**src/rtl/word_store_serializer.sv**
```systemverilog
// Stores a 16-bit word as two bytes on an 8-bit memory bus at base and base+1 under a ready handshake.
// Define WORD_STORE_LE_EN to emit the low byte first (little-endian); the default emits the high byte first.
module word_store_serializer #(
  parameter int ADDR_W = 13
) (
  input  logic              clk,
  input  logic              rst,
  input  logic              start,
  input  logic [15:0]       word,
  input  logic [ADDR_W-1:0] base_addr,
  input  logic              mem_rdy,
  output logic [7:0]        data_out,
  output logic [ADDR_W-1:0] addr_out,
  output logic              wr,
  output logic              busy,
  output logic              done
);

  typedef enum logic [1:0] {
    S_IDLE = 2'd0,
    S_HI   = 2'd1,
    S_LO   = 2'd2,
    S_DONE = 2'd3
  } state_e;

  state_e            state_q, state_d;
  logic [15:0]       word_q, word_d;
  logic [ADDR_W-1:0] base_q, base_d;
  logic [7:0]        data_q, data_d;
  logic [ADDR_W-1:0] addr_q, addr_d;
  logic              wr_q, wr_d;
  logic              busy_q, busy_d;
  logic              done_q, done_d;

  function automatic logic [7:0] first_byte(input logic [15:0] w);
`ifdef WORD_STORE_LE_EN
    return w[7:0];
`else
    return w[15:8];
`endif
  endfunction

  function automatic logic [7:0] second_byte(input logic [15:0] w);
`ifdef WORD_STORE_LE_EN
    return w[15:8];
`else
    return w[7:0];
`endif
  endfunction

  // Outputs are computed for the state being entered, so every port comes straight from a flop.
  always_comb begin
    // NOTE: every signal gets a default before the case so no path leaves it unassigned (no latch).
    state_d = state_q;
    word_d  = word_q;
    base_d  = base_q;
    data_d  = data_q;
    addr_d  = addr_q;
    wr_d    = wr_q;
    busy_d  = busy_q;
    done_d  = 1'b0;

    unique case (state_q)
      S_IDLE, S_DONE: begin
        if (start) begin
          state_d = S_HI;
          word_d  = word;
          base_d  = base_addr;
          data_d  = first_byte(word);
          addr_d  = base_addr;
          wr_d    = 1'b1;
          busy_d  = 1'b1;
        end else begin
          state_d = S_IDLE;
          wr_d    = 1'b0;
          busy_d  = 1'b0;
        end
      end
      S_HI: begin
        if (mem_rdy) begin
          state_d = S_LO;
          data_d  = second_byte(word_q);
          addr_d  = base_q + ADDR_W'(1);
        end
      end
      S_LO: begin
        if (mem_rdy) begin
          state_d = S_DONE;
          wr_d    = 1'b0;
          busy_d  = 1'b0;
          done_d  = 1'b1;
        end
      end
      default: begin
        state_d = S_IDLE;
        wr_d    = 1'b0;
        busy_d  = 1'b0;
      end
    endcase
  end

  // NOTE: sequential state uses non-blocking assignments; reset is synchronous and overrides all inputs.
  always_ff @(posedge clk) begin
    if (rst) begin
      state_q <= S_IDLE;
      word_q  <= '0;
      base_q  <= '0;
      data_q  <= '0;
      addr_q  <= '0;
      wr_q    <= 1'b0;
      busy_q  <= 1'b0;
      done_q  <= 1'b0;
    end else begin
      state_q <= state_d;
      word_q  <= word_d;
      base_q  <= base_d;
      data_q  <= data_d;
      addr_q  <= addr_d;
      wr_q    <= wr_d;
      busy_q  <= busy_d;
      done_q  <= done_d;
    end
  end

  assign data_out = data_q;
  assign addr_out = addr_q;
  assign wr       = wr_q;
  assign busy     = busy_q;
  assign done     = done_q;

endmodule
```
**config.mk**
```make
export PLATFORM = sky130hd
export DESIGN_NAME = word_store_serializer
export DESIGN_NICKNAME = d
export VERILOG_FILES = /design/src/rtl/word_store_serializer.sv
export SDC_FILE = /design/constraint.sdc
export NUM_CORES = 1
export LEC_CHECK = 0
export BUFFER_PORTS_ARGS = -buffer_cell sky130_fd_sc_hd__buf_4
export CAP_MARGIN = 20
export CORE_MARGIN = 2
export CORE_UTILIZATION = 30
export CTS_BUF_LIST = sky130_fd_sc_hd__clkbuf_4 sky130_fd_sc_hd__clkbuf_8 sky130_fd_sc_hd__clkbuf_16
export DETAILED_ROUTE_END_ITERATION = 16
export HOLD_SLACK_MARGIN = 0.06
export PLACE_DENSITY = 0.54
export SLEW_MARGIN = 20
export SYNTH_ARGS = -nofsm -noshare
export SYNTH_HDL_FRONTEND = slang
export SYNTH_SLANG_ARGS = --single-unit
```
**constraint.sdc**
```tcl
create_clock -name clk -period 3.9 [get_ports clk]
set_clock_uncertainty 0.1 [all_clocks]
set_input_delay 0.195 -clock clk [delete_from_list [all_inputs] [get_ports clk]]
set_output_delay 0.195 -clock clk [all_outputs]
set_load 0.01 [all_outputs]
```
After elaboration in Yosys (flattened, before gate mapping) --
Index checks and enable logic that the tools add are counted.
Word-level totals: bits in registers 46, input bits 33, word-level logic and storage cells 38
Operators by class: add/subtract/negate cells 1, multiplexer cells 14, reduce and logical (&&, ||, !) cells 9, eq/ne operators 6, bitwise logic cells 1
Operator list (number):
- two-way mux 13 bit | 2
- one-hot mux 13 bit (2 select lines) | 1
- two-way mux 8 bit | 2
- one-hot mux 8 bit (2 select lines) | 1
- adder 13 x 1 -> 13 bit, second input constant | 1
- inequality test 2 bit, second input constant | 3
- one-hot mux 2 bit (3 select lines) | 1
- AND reduction 2 bit | 3
- equality test 2 bit, second input constant | 2
- two-way mux 1 bit | 4
- two-way mux 2 bit | 2
- nonzero test 2 bit | 2
- OR reduction 2 bit | 2
- AND reduction 3 bit | 1
- equality test 2 x 1 -> 1 bit, second input constant | 1
- zero test 2 bit | 1
- one-hot mux 1 bit (2 select lines) | 1
- NOT 1 bit | 1

Depth between registers and ports, before layout --
Gate-level depths: netlist (run 1).
depth after elaboration 4, mapped depth 9

Least setup slack after synthesis (run 1) --
Ideal clock, no wire load.
path kind reg-to-reg, from reg state_q[0], to reg addr_q[5], in the netlist addr_out[5], data arrival time 1.585 ns, cell stages (with the launch flop) 8, buffers on the path 2, setup time 0.117 ns, slack 2.098 ns, data required time 3.683 ns, cell sequence dfxtp_1 inv_1 ha_1 mux2i_1 or2_1 buf_6 buf_8 a32o_2
Between the ends: word-level cells in the longest chain between the ends 4
Ends and longest elaborated chain:
- start: declaration | line 26 | state_e state_q, state_d;
- start signal: assignment | line 114 | state_q <= state_d;
- equality test 2 bit or zero test 2 bit (tied branches) | line 63 | unique case (state_q)
- OR reduction 2 bit | line 63
- inequality test 2 bit (no source line) or nonzero test 2 bit (tied branches)
- AND reduction 3 bit (no source line)
- end signal: assignment | line 118 | addr_q <= addr_d;
- end: declaration | line 30 | logic [ADDR_W-1:0] addr_q, addr_d;
Parallel ways exist; a longest one is shown, timed or not. A chain may end at the register's enable or synchronous reset.

Worst setup path after layout (run 1) --
from reg state_q[1], to reg addr_q[10], in the netlist addr_out[10]
Same word-level chain as after synthesis.

==> results of run 1 <==
worst max-delay path: stages (launching register included):
cell,delay (ns)
dfxtp_1,0.34
inv_1,0.06
ha_1,0.46
buf_4,0.35
mux2i_1,0.14
nor2_2,0.67
nand3_1,0.23
o22ai_1,0.20
worst max path at each step:
stage                     cells after the start                         to               startpoint  slack (ns)
final                                         7  addr_out[10]$_SDFFE_PP0P_  state_q[1]$_SDFFE_PP0P_        1.28
after global routing                          7  addr_out[10]$_SDFFE_PP0P_  state_q[1]$_SDFFE_PP0P_        1.00
after CTS                                     7  addr_out[10]$_SDFFE_PP0P_  state_q[1]$_SDFFE_PP0P_        1.22
after detailed placement                      7  addr_out[10]$_SDFFE_PP0P_  state_q[1]$_SDFFE_PP0P_        1.24
after global placement                        7  addr_out[10]$_SDFFE_PP0P_  state_q[1]$_SDFFE_PP0P_        1.32
after floorplan                               7   addr_out[5]$_SDFFE_PP0P_  state_q[0]$_SDFFE_PP0P_        2.10
flip-flops by register name, summed over array words and instances (netlist names):
register	flops
done	1
state_q	2
busy	1
data_out	8
addr_out	13
base_q	13
word_q	8
stage by stage:
stage          instances  utilization (%)  instance area, um2
6_report             420             42.3                2890
5_1_grt              420             42.3                2890
4_1_cts              420             42.3                2890
3_5_place_dp         392             37.6                2570
3_3_place_gp         392             37.6                2570
2_1_floorplan        258                -                2120
cell families after synthesis:
kind of cell / synth area share [%]
AND/OR/NAND/NOR: 23.1
AO/OA/AOI/OAI: 18.8
flip-flops: 43.4
buffers and inverters: 5.72
multiplexers: 4.72
XOR/XNOR: 2.48
adder cells (fa/ha/maj): 1.77
power breakdown:
| group | internal [mW] | switching, mW | total (mW) |
|---|---|---|---|
| Sequential | 0.598 | 0.0917 | 0.690 |
| Clock | 0.205 | 0.159 | 0.364 |
| Combinational | 0.319 | 0.407 | 0.726 |
| Total | 1.12 | 0.658 | 1.78 |
per-layer routing:
metal | GRT usage, % | part of all wire (%)
met1 | 19.1 | 48
met3 | 2.92 | 2.8
met2 | 23.9 | 47
met4 | 4.55 | 1.4
met5 | 0 | 0
layout make-up:
cell class / instances / area (um2) / area share [%]
clock buffer: 6 / 82.6 / 2.86
clock inverter: 1 / 30.0 / 1.04
inverter: 5 / 18.8 / 0.650
multi-input combinational: 188 / 1080 / 37.3
sequential: 46 / 921 / 31.9
tap: 96 / 120 / 4.16
timing repair buffer: 78 / 638 / 22.1
layout by cell type (no fill, tap or decap), drive strengths merged, types with 2 or more instances in the layout:
master and instances:
or3 2, dfxtp 46, a31oi 4, ha 3
clkbuf 6, nand2 52, nor2 23, nand4 2
mux2i 10, o211ai 2, nand3 8, and3 3
a21oi 29, a211o 2, o21ai 7, xnor2 4
xor2 2, and4 5, a211oi 11, buf 57
nor3 6, dlygate4sd3 21, a32o 3, inv 4
==> run summary, run 1 <==
Worst r2r path cells -> 7
DP Wirelength -> 3690 um
Initial Util -> 31.0%
FF-to-FF Start -> state_q[1]$_SDFFE_PP0P_
DR vias/cell -> 4.72
H-Tree Depth -> 2
Antenna violations before repair -> 0
Post-synth top area cell -> dfxtp_1
Cts hold-fix bufs -> 21
Hold_ws -> 0.0735 ns
Hold Crit Class -> input port to flop
Total CTS buffers -> 5
Total Routed Length -> 5440 um
Pre-antenna DRT Iters -> 4
Row cnt -> 30
GRT Util Overall -> 14.5%
Peak VDD IR -> 229 uV
Remaining Overflow, GRT -> 0
Max Clk Rate -> 382 MHz
Pwr dens -> 616 mW/mm2
First-pass GRT wire length -> 8770 um
Synth cell types -> 41
CTS tree -> yes
Synthesized instance count -> 258
CTS sink cnt -> 46
Ys flop type -> dfxtp_1
Tcrit/Tclk final -> 67.1%
# port buffers -> 56
1st-iter DRT viols -> 118
Synth Register Bits -> 46
Fin Setup TNS -> 0 ns
RSZ-0062 raised after global routing -> no
Fillers -> 726
Count of final setup violators -> 0
Hold_sp -> mem_rdy
Period minus WS final -> 2.62 ns
WHS Path Cells -> 3
Setup WS pre-CTS -> 1.24 ns
WP data required -> 4.03 ns
Mapped Area -> 0.00212 mm2
Antenna-violating nets left -> 0
Slew Limit Fails -> 0
DRC violations left -> 0
Min-Delay Endpoint -> done$_SDFF_PP0_
Critical Path AT -> 2.75 ns
Highest net fanout along the worst path -> 23
DR WL/cell -> 12.9 um
Post-CTS Setup Inserts -> 0
Static Leak -> 1.16 nW
Most frequent cell after synthesis -> nand2_1
Die width -> 88.1 um
Final #Nets -> 360
Routed via count -> 1982
Share of layout cells above drive strength 1 -> 22.5%
R2r setup slk -> 1.28 ns
Setup slack after layout -> 1.28 ns
Sequential share of the synthesized area -> 43.4%
Yosys top cell area share -> 43.4%
Critical path capture point type -> flop
Area grow syn2layout -> 36.2%
Yosys Warn Count -> 0
Async SR Flop Fraction -> 0%
Dominant cells by area after synthesis -> dfxtp_1 (43%), nand2_1 (9.2%), a21oi_1 (6.4%)
Clock buffer depth -> 2
N_diodes -> 0
Root buffer cell -> clkbuf_8
Height of the die -> 88.1 um
Post-synth EDFFs -> 0
Max-cap violations -> 0
Top post-synthesis cells by count -> nand2_1 (52), dfxtp_1 (46), a21oi_1 (27)
Core ar. -> 0.00683 mm2
Pwr Total -> 1.78 mW
Slew headroom -> 43.1%
Pin count of the biggest net entering global routing -> 45
Outcome -> finished clean
Total die area -> 0.00776 mm2
Crit path launch type -> flop
Vias in the first global route -> 1841
Cells resized by post-CTS repair -> 0
CP Class -> flop to flop
Worst skew pair latency -> 0.30 ns
GPL Wtd Cong -> 0.733
Syn_nets -> 294
Crit Reg-Reg Endpoint -> addr_out[10]$_SDFFE_PP0P_
Final Hold Fails -> 0
I/O Pins -> 57
Worst Tran Pin Value -> 0.851 ns
Reg clk slew, reported paths -> 0.09 ns
Syn avg cell area -> 8.22 um2
Power figures use the tool's default switching activity.
==> inputs of run 2 (changes only) <==
--- a/config.mk
+++ b/config.mk
@@ -12,7 +12,7 @@
 export CTS_BUF_LIST = sky130_fd_sc_hd__clkbuf_4 sky130_fd_sc_hd__clkbuf_8 sky130_fd_sc_hd__clkbuf_16
 export DETAILED_ROUTE_END_ITERATION = 16
 export HOLD_SLACK_MARGIN = 0.06
-export PLACE_DENSITY = 0.54
+export PLACE_DENSITY = 0.55
 export SLEW_MARGIN = 20
 export SYNTH_ARGS = -nofsm -noshare
 export SYNTH_HDL_FRONTEND = slang
==> constraint.sdc (replaced) <==
create_clock -name clk -period 2.2 [get_ports clk]
set_clock_uncertainty 0.1 [all_clocks]
set_input_delay 0.11 -clock clk [delete_from_list [all_inputs] [get_ports clk]]
set_output_delay 0.11 -clock clk [all_outputs]
set_load 0.01 [all_outputs]
==> run 2 against run 1 <==
Compared with the run above: sequential power up 75%; critical endpoint is now addr_out[4]$_SDFFE_PP0P_; routed wire length about the same; sequential share of layout area down 1.1 points; worst setup slack worse by 1.1 ns; sequential cell count unchanged; first-iteration DRC count up 0.85%.
==> run summary, run 2 (synthesis results as in run 1) <==
Pwr Total -> 3.12 mW
Tcrit/Tclk final -> 89.9%
GRT Util Overall -> 14.7%
# port buffers -> 56
WP data required -> 2.34 ns
Total die area -> 0.00776 mm2
GPL Wtd Cong -> 0.771
Share of layout cells above drive strength 1 -> 23.9%
Multi-input logic area -> 0.00108 mm2
Fin area -> 0.00300 mm2
Post-layout util -> 43.9%
R2r setup slk -> 0.22 ns
Remaining Overflow, GRT -> 0
DRC violations left -> 0
DR vias/cell -> 4.66
Height of the die -> 88.1 um
Pre-antenna DRT Iters -> 4
Die width -> 88.1 um
Crit path launch type -> flop
Clock buffer depth -> 2
Pwr dens -> 1040 mW/mm2
Crit path from -> state_q[0]$_SDFFE_PP0P_
H-Tree Depth -> 2
Antenna violations before repair -> 0
Count of final setup violators -> 0
CP Class -> flop to flop
Slew headroom -> 67.5%
Reg clk slew, reported paths -> 0.09 ns
Routed via count -> 2029
RSZ-0062 raised after global routing -> no
Max Clk Rate -> 506 MHz
1st-iter DRT viols -> 119
Hold Crit Class -> input port to flop
Seq. cell area -> 921 um2
Fin Setup TNS -> 0 ns
Total CTS buffers -> 5
Critical path capture point type -> flop
Fin cells -> 435
CTS tree -> yes
Critical Path AT -> 2.11 ns
Fillers -> 742
Pin count of the biggest net entering global routing -> 44
Root buffer cell -> clkbuf_8
DP Cell Count -> 398
First-pass GRT wire length -> 8930 um
Highest net fanout along the worst path -> 17
Core ar. -> 0.00683 mm2
Worst r2r path cells -> 6
FF-to-FF Start -> state_q[0]$_SDFFE_PP0P_
Final #Nets -> 374
Antenna-violating nets left -> 0
N_diodes -> 0
Worst Tran Pin Value -> 0.487 ns
Period minus WS final -> 1.98 ns
Vias in the first global route -> 1890
Max-cap violations -> 0
DR WL/cell -> 12.5 um
Peak VDD IR -> 311 uV
Final Hold Fails -> 0
Slew Limit Fails -> 0
Crit Reg-Reg Endpoint -> addr_out[4]$_SDFFE_PP0P_
DP Wirelength -> 3770 um
Total Routed Length -> 5440 um
Min-Delay Endpoint -> data_out[7]$_SDFFE_PP0P_
I/O Pins -> 57
WHS Path Cells -> 3
CTS sink cnt -> 46
Initial Util -> 31.0%
Outcome -> finished clean
Area grow syn2layout -> 41.3%
Static Leak -> 1.21 nW
Post-CTS Setup Inserts -> 0
Placed Area -> 0.00261 mm2
Worst skew pair latency -> 0.30 ns
Most frequent cells in the layout -> buf_4 (63), nand2_1 (52), dfxtp_1 (46)
Most common cell after layout, fill and taps aside -> buf_4
Hold_sp -> word[15]
Row cnt -> 30
run 2: cell types whose count changed in the layout (fill, tap and decap cells not counted):
| cell | before | now |
|---|---|---|
| clkinvlp_4 | 0 | 1 |
| buf_4 | 57 | 63 |
| clkinv_2 | 0 | 1 |
| or2_2 | 0 | 1 |
| or2_1 | 1 | 0 |
| dlygate4sd3_1 | 21 | 29 |
| bufinv_16 | 1 | 0 |
run 2: layer usage:
metal | vias up | routed length (um) | track usage, %
li1 | 1054 | - | -
met1 | 926 | 2590 | 19.6
met2 | 44 | 2500 | 23.3
met3 | 5 | 266 | 3.49
met4 | 0 | 80 | 5.23
met5 | - | 0 | 0
run 2: where the power goes:
group          leakage [nW]  switching [mW]  internal, mW
logic                 0.788           0.741         0.626
clock network        0.0472           0.289         0.253
registers             0.379           0.152          1.06
total                  1.21            1.18          1.94
run 2: worst max path at each step:
stage | to | slack [ns] | cells past startpoint
floorplan | addr_out[5]$_SDFFE_PP0P_ | 0.40 | 7
global placement | addr_out[5]$_SDFFE_PP0P_ | 0.14 | 6
detailed placement | addr_out[5]$_SDFFE_PP0P_ | 0.09 | 6
CTS | addr_out[5]$_SDFFE_PP0P_ | 0.06 | 6
global route | addr_out[4]$_SDFFE_PP0P_ | 0.13 | 6
finish | addr_out[4]$_SDFFE_PP0P_ | 0.22 | 6
run 2: cell type report:
| type | instances | share of cell area, % |
|---|---|---|
| multi-input combinational | 188 | 36.0 |
| clock inverter | 2 | 0.418 |
| sequential | 46 | 30.7 |
| tap | 96 | 4.01 |
| clock buffer | 6 | 2.76 |
| timing repair buffer | 92 | 25.5 |
| inverter | 5 | 0.626 |
run 2: stage by stage:
stage | setup WS (ns) | hold WS [ns]
global route | 0.128 | 0.0889
CTS | 0.0612 | 0.0893
global placement | 0.143 | 0.260
floorplan | 0.398 | 0.146
finish | 0.223 | 0.0859
detailed placement | 0.0850 | 0.266
run 2: what timing repair did:
action                                  4_1_cts  5_1_grt
endpoints found under the hold margin        29        0
gates resized for setup                       0        1
hold buffers                                 29        0
endpoints found under the setup margin        0        4
run 2: worst max-delay path: stages (launching register included):
cell     delay [ns]
dfxtp_1        0.34
inv_1          0.06
ha_1           0.36
mux2i_1        0.17
or2_2          0.46
a211o_1        0.30
a21oi_2        0.12
==> inputs of run 3 (changes only) <==
--- a/config.mk
+++ b/config.mk
@@ -12,7 +12,7 @@
 export CTS_BUF_LIST = sky130_fd_sc_hd__clkbuf_4 sky130_fd_sc_hd__clkbuf_8 sky130_fd_sc_hd__clkbuf_16
 export DETAILED_ROUTE_END_ITERATION = 16
 export HOLD_SLACK_MARGIN = 0.06
-export PLACE_DENSITY = 0.55
+export PLACE_DENSITY = 0.54
 export SLEW_MARGIN = 20
 export SYNTH_ARGS = -nofsm -noshare
 export SYNTH_HDL_FRONTEND = slang
==> constraint.sdc (replaced) <==
create_clock -name clk -period 2.55 [get_ports clk]
set_clock_uncertainty 0.1 [all_clocks]
set_input_delay 0.1275 -clock clk [delete_from_list [all_inputs] [get_ports clk]]
set_output_delay 0.1275 -clock clk [all_outputs]
set_load 0.01 [all_outputs]
==> run 3 against run 2 <==
Compared with the run above: critical path type unchanged; cell count shrank 2.1%; via count shrank 2.1%; non-clock buffer count shrank 9.
==> run summary, run 3 (synthesis results as in run 1) <==
Outcome -> finished clean
Share of layout cells above drive strength 1 -> 23.3%
GPL Wtd Cong -> 0.744
Die width -> 88.1 um
DR vias/cell -> 4.66
Hold Crit Class -> input port to flop
Final #Nets -> 365
Worst skew pair latency -> 0.30 ns
N_diodes -> 0
Antenna violations before repair -> 0
Placed Area -> 0.00259 mm2
Gr busiest metal -> met2
CP Class -> flop to flop
Met3 track demand over resource -> 2.73%
Seq. cell area -> 921 um2
Root buffer cell -> clkbuf_8
Max-cap violations -> 0
Critical path capture point type -> flop
Fillers -> 731
DP Wirelength -> 3640 um
Worst Tran Pin Value -> 0.657 ns
Vias in the first global route -> 1826
Peak VDD IR -> 289 uV
Highest net fanout along the worst path -> 17
Most frequent cells in the layout -> buf_4 (60), nand2_1 (52), dfxtp_1 (46)
Hold_ws -> 0.0691 ns
Setup WS pre-CTS -> 0.387 ns
Critical Path AT -> 2.27 ns
Most common cell after layout, fill and taps aside -> buf_4
CTS sink cnt -> 46
Pre-antenna DRT Iters -> 4
Cells resized by post-CTS repair -> 0
DP Cell Count -> 395
Count of final setup violators -> 0
1st-iter DRT viols -> 143
Multi-input logic area -> 0.00108 mm2
First-pass GRT wire length -> 8810 um
Final Hold Fails -> 0
Post-layout util -> 42.9%
Total die area -> 0.00776 mm2
Antenna-violating nets left -> 0
Core ar. -> 0.00683 mm2
Tcrit/Tclk final -> 85.5%
Slew Limit Fails -> 0
CTS tree -> yes
Slew headroom -> 56.2%
Pwr Total -> 2.75 mW
H-Tree Depth -> 2
Period minus WS final -> 2.18 ns
Routed via count -> 1987
Fin Setup TNS -> 0 ns
Initial Util -> 31.0%
I/O Pins -> 57
DRC violations left -> 0
Setup slack after layout -> 0.369 ns
GRT Util Overall -> 14.2%
# port buffers -> 56
RSZ-0062 raised after global routing -> no
DR WL/cell -> 12.5 um
Clock buffer depth -> 2
Max Clk Rate -> 459 MHz
Pwr dens -> 937 mW/mm2
Reg clk slew, reported paths -> 0.09 ns
Area grow syn2layout -> 38.2%
Height of the die -> 88.1 um
WP data required -> 2.64 ns
Total CTS buffers -> 5
Row cnt -> 30
Met1 Usage GRT -> 20.3%
Remaining Overflow, GRT -> 0
Fin cells -> 426
Static Leak -> 1.18 nW
Crit path launch type -> flop
Fin area -> 0.00293 mm2
Pin count of the biggest net entering global routing -> 45
Total Routed Length -> 5310 um
Met2 usage -> 21.8%
[run 3: cell types whose count changed in the layout (fill, tap and decap cells not counted), sizes merged]
cell         before  now
clkbuf            6    5
bufinv            0    1
inv               4    5
dlygate4sd3      29   23
buf              63   60
clkinvlp          1    0
[run 3: report_power, final]
group	internal [mW]	switching [mW]	total (mW)	leakage [nW]
registers	0.914	0.134	1.05	0.379
clock network	0.294	0.258	0.552	0.0585
logic	0.512	0.633	1.14	0.748
[run 3: layout make-up]
class	count	share of cell area [%]
clock buffer	5	2.35
clock inverter	3	1.49
inverter	5	0.640
multi-input combinational	188	36.8
sequential	46	31.4
tap	96	4.10
timing repair buffer	83	23.2
[run 3: worst paths after layout]
path,startpoint,end,slack (ns),cells after the start
worst max-delay path,state_q[0]$_SDFFE_PP0P_,addr_out[6]$_SDFFE_PP0P_,0.37,6
worst min-delay path,word[11],data_out[3]$_SDFFE_PP0P_,0.07,3
worst max register to register,state_q[0]$_SDFFE_PP0P_,addr_out[6]$_SDFFE_PP0P_,0.37,6
worst min register to register,word_q[6]$_SDFFE_PP0P_,word_q[6]$_SDFFE_PP0P_,0.36,2
[run 3: what timing repair did]
item	CTS	global route
hold endpoints to repair	23	0
hold buffers	23	0
buffers inserted	0	0
[run 3: critical path, stage by stage (launching register included)]
cell	delay (ns)
dfxtp_1	0.34
inv_1	0.06
ha_1	0.36
mux2i_1	0.27
or2_1	0.57
nor3_1	0.11
a32o_2	0.25
[run 3: per-layer routing]
layer / wire length [um] / share of wire (%) / vias up
li1: - / - / 1040
met1: 2740 / 52 / 907
met2: 2340 / 44 / 36
met3: 166 / 3.1 / 4
met4: 60 / 1.1 / 0
met5: 0 / 0 / -
